**config.mk**
```make
export PLATFORM = sky130hd
export DESIGN_NAME = btb_trainer
export DESIGN_NICKNAME = d
export VERILOG_FILES = /design/src/rtl/btb_trainer_pkg.sv /design/src/rtl/btb_trainer_pred_queue.sv /design/src/rtl/btb_trainer.sv
export SDC_FILE = /design/constraint.sdc
export NUM_CORES = 1
export LEC_CHECK = 0
export BUFFER_PORTS_ARGS = -buffer_cell sky130_fd_sc_hd__buf_2
export CORE_ASPECT_RATIO = 2
export CORE_MARGIN = 10
export CORE_UTILIZATION = 55
export CTS_BUF_LIST = sky130_fd_sc_hd__clkbuf_8
export DETAILED_ROUTE_END_ITERATION = 12
export GPL_ROUTABILITY_DRIVEN = 0
export PLACE_DENSITY = 0.72
export SYNTH_ARGS = -nofsm -noshare
export SYNTH_HDL_FRONTEND = slang
export SYNTH_SLANG_ARGS = --single-unit
```
**constraint.sdc**
```tcl
create_clock -name clk -period 8.45 [get_ports clk]
set_input_delay 0.4225 -clock clk [delete_from_list [all_inputs] [get_ports clk]]
set_output_delay 0.4225 -clock clk [all_outputs]
set_load 0.01 [all_outputs]
```
**src/rtl/btb_trainer_pkg.sv**
```systemverilog
// Shared types and constants for the BTB trainer.
//  - EN/DIS      : active-low strobe levels used on every *_ control port
//  - BR_TAKEN    : encoding of a taken branch direction
//  - br_inst_type_e   : control-instruction class seen at fetch / resolved at commit
//  - btb_pred_entry_t : one queued fetch-time prediction
package btb_trainer_pkg;

  localparam int   ADDR_W   = 32;
  localparam logic EN       = 1'b0;
  localparam logic DIS      = 1'b1;
  localparam logic BR_TAKEN = 1'b1;

  typedef enum logic [2:0] {
    BRTYPE_NONE   = 3'd0,
    BRTYPE_BRANCH = 3'd1,
    BRTYPE_JUMP   = 3'd2,
    BRTYPE_CALL   = 3'd3,
    BRTYPE_RET    = 3'd4
  } br_inst_type_e;

  typedef struct packed {
    logic [ADDR_W-1:0] pc;
    logic [ADDR_W-1:0] tar;
    logic              taken;
    br_inst_type_e     br_type;
  } btb_pred_entry_t;

endpackage

```
**src/rtl/btb_trainer_pred_queue.sv**
```systemverilog
// In-order circular queue of fetch-time predictions.
//  clk, reset_    : clock, async active-low reset
//  push/pop/flush : requests (active-high, internal); push ignored when full or
//                   flushing, pop ignored when empty; flush wins over both
//  wdata          : entry written at tail
//  head_entry     : entry at head (combinational read)
//  count, full, empty, tail : occupancy and write pointer
module btb_trainer_pred_queue
  import btb_trainer_pkg::*;
#(
  parameter  int DEPTH = 16,
  localparam int IDX   = $clog2(DEPTH)
) (
  input  logic            clk,
  input  logic            reset_,
  input  logic            push,
  input  logic            pop,
  input  logic            flush,
  input  btb_pred_entry_t wdata,
  output btb_pred_entry_t head_entry,
  output logic [IDX:0]    count,
  output logic            full,
  output logic            empty,
  output logic [IDX-1:0]  tail
);

  btb_pred_entry_t mem [DEPTH];
  logic [IDX-1:0]  head;
  logic            do_push, do_pop;

  assign full       = (count == (IDX+1)'(DEPTH));
  assign empty      = (count == '0);
  assign do_push    = push && !full && !flush;
  assign do_pop     = pop && !empty;
  assign head_entry = mem[head];

  // Storage needs no reset: an entry is only read after it has been written.
  always_ff @(posedge clk) begin
    if (do_push) mem[tail] <= wdata;
  end

  always_ff @(posedge clk or negedge reset_) begin
    if (!reset_) begin
      head  <= '0;
      tail  <= '0;
      count <= '0;
    end else if (flush) begin
      head  <= '0;
      tail  <= '0;
      count <= '0;
    end else begin
      if (do_push) tail <= tail + 1'b1;
      if (do_pop)  head <= head + 1'b1;
      case ({do_push, do_pop})
        2'b10:   count <= count + 1'b1;
        2'b01:   count <= count - 1'b1;
        default: count <= count;
      endcase
    end
  end

endmodule

```
**src/rtl/btb_trainer.sv**
```systemverilog
// Commit-side BTB training producer. Fetch allocates a prediction per control
// instruction; commit pops the oldest one, compares it with the resolved
// outcome and emits a one-cycle registered training beat.
//  clk, reset_                 : clock, async active-low reset
//  pred_valid_, pred_*         : allocate from fetch (active-low valid)
//  pred_ready_, pred_id        : queue not full (active-low), tail slot
//  com_valid_, com_*           : resolved outcome of oldest instruction
//  flush_                      : discard queued predictions (active-low)
//  br_*/jump_*/com_pc/com_tar_addr : training beat, registered, active-low strobes
//  underflow                   : sticky, commit seen with an empty queue
module btb_trainer
  import btb_trainer_pkg::*;
#(
  parameter  int ADDR  = ADDR_W,  // must equal ADDR_W (entry struct width)
  parameter  int DEPTH = 16,
  localparam int IDX   = $clog2(DEPTH)
) (
  input  logic            clk,
  input  logic            reset_,
  input  logic            pred_valid_,
  input  logic [ADDR-1:0] pred_pc,
  input  logic            pred_taken,
  input  logic [ADDR-1:0] pred_tar,
  input  br_inst_type_e   pred_type,
  output logic            pred_ready_,
  output logic [IDX-1:0]  pred_id,
  input  logic            com_valid_,
  input  br_inst_type_e   com_type,
  input  logic            com_taken,
  input  logic [ADDR-1:0] com_tar,
  input  logic            flush_,
  output logic            br_commit_,
  output logic            br_result,
  output logic            br_miss_,
  output logic            jump_commit_,
  output logic            jump_call_,
  output logic            jump_return_,
  output logic            jump_miss_,
  output logic [ADDR-1:0] com_pc,
  output logic [ADDR-1:0] com_tar_addr,
  output logic            underflow
);

  btb_pred_entry_t wdata, pe;
  logic [IDX:0]    count;
  logic            full, empty;
  logic            commit_req, commit;
  logic            br_miss, jump_miss;

  assign wdata       = '{pc: pred_pc, tar: pred_tar, taken: pred_taken, br_type: pred_type};
  assign pred_ready_ = full ? DIS : EN;
  assign commit_req  = (com_valid_ == EN);
  assign commit      = commit_req && !empty;

  btb_trainer_pred_queue #(.DEPTH(DEPTH)) u_queue (
    .clk        (clk),
    .reset_     (reset_),
    .push       (pred_valid_ == EN),
    .pop        (commit_req),
    .flush      (flush_ == EN),
    .wdata      (wdata),
    .head_entry (pe),
    .count      (count),
    .full       (full),
    .empty      (empty),
    .tail       (pred_id)
  );

  // A taken branch also needs the right target; a not-taken one does not.
  assign br_miss   = (pe.taken != com_taken) || (com_taken && (pe.tar != com_tar));
  assign jump_miss = !pe.taken || (pe.tar != com_tar);

  // Strobes fall back to DIS every cycle so a beat lasts one cycle; data
  // fields hold their last value between beats.
  always_ff @(posedge clk or negedge reset_) begin
    if (!reset_) begin
      br_commit_   <= DIS;
      br_result    <= ~BR_TAKEN;
      br_miss_     <= DIS;
      jump_commit_ <= DIS;
      jump_call_   <= DIS;
      jump_return_ <= DIS;
      jump_miss_   <= DIS;
      com_pc       <= '0;
      com_tar_addr <= '0;
      underflow    <= 1'b0;
    end else begin
      br_commit_   <= DIS;
      br_miss_     <= DIS;
      jump_commit_ <= DIS;
      jump_call_   <= DIS;
      jump_return_ <= DIS;
      jump_miss_   <= DIS;
      if (commit_req && empty) underflow <= 1'b1;
      if (commit) begin
        case (com_type)
          BRTYPE_BRANCH: begin
            br_commit_   <= EN;
            br_result    <= com_taken;
            br_miss_     <= br_miss ? EN : DIS;
            com_pc       <= pe.pc;
            com_tar_addr <= com_tar;
          end
          BRTYPE_JUMP, BRTYPE_CALL, BRTYPE_RET: begin
            jump_commit_ <= EN;
            jump_call_   <= (com_type == BRTYPE_CALL) ? EN : DIS;
            jump_return_ <= (com_type == BRTYPE_RET)  ? EN : DIS;
            jump_miss_   <= jump_miss ? EN : DIS;
            com_pc       <= pe.pc;
            com_tar_addr <= com_tar;
          end
          default: ;
        endcase
      end
    end
  end

endmodule
```
-- Word-level counts from Yosys, hierarchy flattened
Memory sizes are Yosys's and may differ from the RTL's.
Cells that the tools add are included.
- bits in registers: 85
- memory bits (writable): 1088
- input bits: 109
- output and inout bits: 77
- logic and storage cells: 72
- memories: 1
- memories (memory ; words ; bits a word ; read ports ; clocked after Yosys merged registers in ; write ports ; RTL line ; source):
    u_queue.mem ; 16 ; 68 ; 1 ; 0 ; 1 ; btb_trainer_pred_queue.sv:27 ; btb_pred_entry_t mem [DEPTH];
- add/subtract/negate cells: 4
- eq/ne operators: 12
- mux-type cells: 25
- bitwise logic cells: 2
- reductions and logical operators: 15
- operators with widths (kind ; number):
    != test 32 bit ; 1
    two-way mux 1 bit ; 19
    two-way mux 4 bit ; 4
    one-hot mux 5 bit (2 select lines) ; 1
    adder 4 x 1 -> 4 bit (second input constant) ; 2
    equality test 3 x 2 -> 1 bit (second input constant) ; 2
    adder 5 x 1 -> 5 bit (second input constant) ; 1
    equality test 5 bit (second input constant) ; 1
    logical AND 1 bit ; 5
    zero test 5 bit ; 1
    two-way mux 5 bit ; 1
    subtractor 5 x 1 -> 5 bit (second input constant) ; 1
    != test 2 x 1 -> 1 bit (second input constant) ; 2
    AND reduction 2 bit ; 2
    OR reduction 4 bit ; 1
    equality test 3 x 1 -> 1 bit (second input constant) ; 1
    equality test 3 bit (second input constant) ; 1
    zero test 1 bit ; 3
    != test 3 x 1 -> 1 bit (second input constant) ; 1
    OR reduction 3 bit ; 1
    equality test 2 x 1 -> 1 bit (second input constant) ; 1
    equality test 2 bit (second input constant) ; 1
    logical OR 1 bit ; 2
    inverter 1 bit ; 2
    != test 1 bit ; 1

-- Logic depth before layout (Yosys ltp)
- word-level depth: 7
- mapped depth: 16
- depth with buffers taken out: 15

-- Cells and area by module
From an unflattened synthesis, not the netlist that was laid out.
- cells, all modules: 1824
- area total of the unflattened synthesis: 45028.2 µm²
- by module, submodules not included (module ; times used ; cells an instance ; area an instance (µm²) ; sequential area each (µm²)):
    btb_trainer_pred_queue ; 1 ; 1617 ; 41696.2 ; 32996.6
    btb_trainer ; 1 ; 207 ; 3331.9 ; 1809.2

-- Worst setup path before layout
No wires, ideal clock.
- kind: flip-flop to flip-flop
- from: register u_queue.count[1]
- to: memory u_queue.mem[12][10] (netlist bit) (enable)
- library setup time: 0.489 ns
- data arrival time: 4.043 ns
- data required time: 7.961 ns
- slack: 3.919 ns
- stages on the path, launching flop included: 7
- buffers on the path: 1
- period minus slack after synthesis: 4.531 ns
- cells stage by stage: dfrtp_1 > nor4_2 > and2_1 > nor2_1 > clkbuf_1 > nand2_1 > nor2_1
- word-level cells in the longest chain between the ends: 6
- RTL lines (element ; RTL line ; source):
    from (decl) ; btb_trainer_pred_queue.sv:21 ; output logic [IDX:0] count,
    from (signal assigned) ; btb_trainer_pred_queue.sv:55 ; 2'b10: count <= count + 1'b1;
    from (signal assigned) ; btb_trainer_pred_queue.sv:56 ; 2'b01: count <= count - 1'b1;
    from (signal assigned) ; btb_trainer_pred_queue.sv:57 ; default: count <= count;
    equality test 5 bit ; btb_trainer_pred_queue.sv:31 ; assign full = (count == (IDX+1)'(DEPTH));
    zero test 1 bit ; btb_trainer_pred_queue.sv:33 ; assign do_push = push && !full && !flush;
    logical AND 1 bit (2 in a row) ; btb_trainer_pred_queue.sv:33 ;
    two-way mux 1 bit ; btb_trainer_pred_queue.sv:39 ; if (do_push) mem[tail] <= wdata;
    two-way mux 1 bit (implied by the code) ; btb_trainer_pred_queue.sv:39 ;
    to (decl) ; btb_trainer_pred_queue.sv:27 ;
Every way passes these cells.

-- Worst setup path in the final report
- from: register u_queue.head[1]
- to: register br_miss_
- word-level cells in the longest chain between the ends: 7
- elaborated cells between the ends (all ways): 8
- classes of those cells: eq/ne (2); mux (3); reduce/logical (2); memory (1)
- RTL lines (element ; RTL line ; source):
    from (decl) ; btb_trainer_pred_queue.sv:28 ; logic [IDX-1:0] head;
    from (signal assigned) ; btb_trainer_pred_queue.sv:53 ; if (do_pop) head <= head + 1'b1;
    memory read (16 x 68 bit) * ; n/a ;
    != test 32 bit ; btb_trainer.sv:70 ; assign br_miss = (pe.taken != com_taken) || (com_taken && (pe.tar != com_tar));
    logical AND 1 bit ; btb_trainer.sv:70 ;
    logical OR 1 bit * ; btb_trainer.sv:70 ;
    two-way mux 1 bit * ; btb_trainer.sv:100 ; br_miss_ <= br_miss ? EN : DIS;
    two-way mux 1 bit * ; btb_trainer.sv:96 ; case (com_type)
    two-way mux 1 bit * ; btb_trainer.sv:95 ; if (commit) begin
    to (signal assigned) ; btb_trainer.sv:100 ;
    to (decl) ; btb_trainer.sv:34 ; output logic br_miss_,
Mark *: on every way between the ends. The rest lies on a longest branch, timed or not.
A chain may end at the register's enable or synchronous reset.

==> flow_summary_export.csv <==
group,metric,value,unit
timing,hold_ws,104,ps
yosys,synthArstFlopShare,7.56,%
global_route,gr-total-overflow,0,
pwr,p_leak,16.0,nW
clock_tree,cts_buffer_depth,3,
timing,slew_violations,0,
clock_tree,cts_made_buffers,149,
floorplanning,core_area,0.0782,mm^2
final_layout,register_area,0.0334,mm^2
critical_path,end_kind,"flop",
clock_tree,root_buffer,"clkbuf_8",
drt,wirelength,97.8,mm
timing,tightest_slew,1130,ps
yosys,yosysTopAreaCellShare,71.8,%
worst_hold_path,hold_path.startpoint,"com_tar[24]",
drt,drt-pass1-iter-count,5,
pwr,ir_drop,0.000240,V
place,port_buffers,182,
critical_path,cp.required,9160,ps
clock_tree,clk_latency,800,ps
drt,drtIter0Drc,1770,
worst_hold_path,holdPathEnd,"com_tar_addr[24]",
floorplanning,die_w,219,um
timing,min_period_over_period,53.2,%
worst_hold_path,hold_path_class,"primary input to flop",
worst_hold_path,hold_depth,2,
final_layout,layout_common_cells,"1040 x edfxtp_1, 263 x mux4_2, 181 x buf_2",
timing,rsz0062_at_grt,"no",
yosys,synth.avg_cell_area,22.5,um^2
final_layout,area_delta_synth_final,13.9,%
drt,met1_length,36.1,mm
floorplanning,die_area,0.0914,mm^2
timing,setup_viol,0,
pwr,power_density,264,mW/mm^2
yosys,synth_seq_cells,1125,
critical_path,startpoint_type,"flop",
timing,fin_worst_skew,36.0,ps
yosys,synth.distinct_cells,59,
run_status,status,"complete, no violations",
timing,fmax,0.223,GHz
critical_path,reg2reg_slack,3960,ps
yosys,seq_area_frac_synth,76.7,%
global_route,grt_pass1_wl,145,mm
final_layout,final.fill_count,5190,
critical_path,r2r_start,"u_queue.head[1]",
timing,finalHoldViolCount,0,
drt,maxUsedRoutingLayer,"met5",
timing,finalCriticalPeriod,4490,ps
yosys,ys_warn_count,0,
clock_tree,post_cts_buffers,0,
place,post-dp-hpwl,54.8,mm
drt,ant_nets,0,
clock_tree,clk_pin_slew,70,ps
critical_path,worst_ep_arrival_time,5200,ps
drt,vias_per_cell,6.00,
critical_path,r2r_cells,8,
global_route,antenna_found_initial,5,
drt,dr_wl_met2,53.4,mm
yosys,syn_inst,1935,
yosys,synth_top_cells_by_area,"edfxtp_1 72%, mux4_2 14%, dfrtp_1 4.5%, mux2_2 1.9%, mux2i_1 1.7%",
clock_tree,h-tree-depth,4,
floorplanning,initial_utilization,55.6,%
yosys,yosys.area.top_type,"edfxtp_1",
final_layout,final_common_cell,"edfxtp_1",
drt,vias,20900,
yosys,synth_ff_type,"edfxtp_1",
global_route,first_global_vias,22700,
floorplanning,rows,145,
drt,dr_wl_met3,5.94,mm
floorplanning,die_h,418,um
final_layout,multi_input_area,0.00968,mm^2
critical_path,crit_type,"flop to flop",
drt,wl_per_cell,28.1,um
timing,tns,0,ps
yosys,syn_area,0.0435,mm^2
floorplanning,num_io_pins,186,
global_route,grt_util_all_layers,21.7,%
global_route,grt_max_degree,126,
critical_path,r2r_end,"br_miss_",
yosys,synth_edf_count,1040,
yosys,synth_fp_nets,2053,
timing,setup_ws,3960,ps
clock_tree,cts_tree,"done",
final_layout,final_layout_size_suffix_gt1_share,32.1,%
clock_tree,clock_sinks,1125,
final_layout,fin_nets,2438,
timing,relSlewSlack,24.3,%
place,pre_cts_slack,3890,ps
drt,drcViolationCount,0,
job,maxCapViolations,0,
critical_path,critPathMaxFanout,46,
[flip-flops by register name, indices dropped and copies added, names as in the netlist]
register,count
u_queue.mem,1040
br_miss_,1
jump_return_,1
u_queue.count,5
underflow,1
u_queue.tail,4
jump_call_,1
br_commit_,1
jump_miss_,1
u_queue.head,4
com_tar_addr,32
jump_commit_,1
br_result,1
com_pc,32
[final cells by class]
| type | instances | area share [%] |
|---|---|---|
| Sequential cell | 1125 | 67.4 |
| Multi-Input combinational cell | 707 | 19.5 |
| Clock buffer | 168 | 4.67 |
| Timing Repair Buffer | 327 | 4.63 |
| Tap cell | 1029 | 2.60 |
| Clock inverter | 107 | 1.07 |
| Inverter | 10 | 0.0758 |
| Antenna cell | 3 | 0.0152 |
[per-stage QoR]
step	total power, mW	util [%]	area (um^2)	instances
floorplan	8.63	-	43500	1935
global placement	9.32	58.3	45600	3091
detailed placement	9.38	58.3	45600	3091
CTS	13.2	63.3	49500	3473
global route	13.7	63.3	49500	3475
finish	13.1	63.3	49500	3476
[cells by family after synthesis]
group,count (synthesis),synth area share (%)
AO/OA/AOI/OAI,73,1.25
AND/OR/NAND/NOR,129,1.52
XOR/XNOR,87,1.75
flip-flops,1125,76.7
multiplexers,409,17.2
buffers and inverters,103,1.29
adder cells (fa/ha/maj),9,0.276
[how the worst max path moves through the flow]
stage	startpoint	endpoint	slack, ps	depth (start not counted)
2_1_floorplan	u_queue.count[1]	u_queue.mem[12][10]	3920	6
3_3_place_gp	u_queue.head[0]	br_miss_	3930	9
3_5_place_dp	u_queue.head[0]	br_miss_	3890	9
4_1_cts	u_queue.head[0]	br_miss_	3880	9
5_1_grt	u_queue.head[0]	br_miss_	3640	9
6_report	u_queue.head[1]	br_miss_	3960	8
[repair_timing]
action,in CTS,in global routing
gates resized for setup,0,0
hold endpoints to repair,1115,0
hold buffers,107,0
[routing by layer]
metal  vias to the layer above  GRT usage [%]
met5                         -              0
met1                     11100           26.7
li1                       8844              -
met3                       153           3.59
met2                       803           38.4
met4                         4           7.17
[synthesized netlist by cell type (5+ instances only)]
master	count
a21oi_1	9
a221oi_1	5
a22oi_1	7
a31oi_1	6
and2_1	9
and3_1	7
buf_1	14
buf_2	39
buf_4	8
buf_6	11
clkbuf_1	20
dfrtp_1	79
dfstp_2	6
edfxtp_1	1040
ha_1	8
inv_1	9
mux2_2	72
mux2i_1	74
mux4_2	263
nand2_1	36
nand2b_1	6
nand3_1	5
nand4_1	5
nor2_1	25
nor2b_1	9
nor3_1	10
nor4_1	5
o21ai_0	6
o221ai_1	12
xnor2_1	58
xor2_1	29
[power breakdown]
part	internal (mW)	switching [mW]
Sequential	6.34	0.189
Combinational	1.42	1.30
Clock	1.89	1.95
Total	9.65	3.44
[critical path: stages, from the launching register on]
cell and delay [ps]:
dfrtp_4 960, buf_4 750, mux4_2 590, mux2i_1 220, xnor2_1 100, o31ai_1 590
nand4_1 360, or4_4 640, o21ai_2 160
Power figures use the tool's default switching activity.
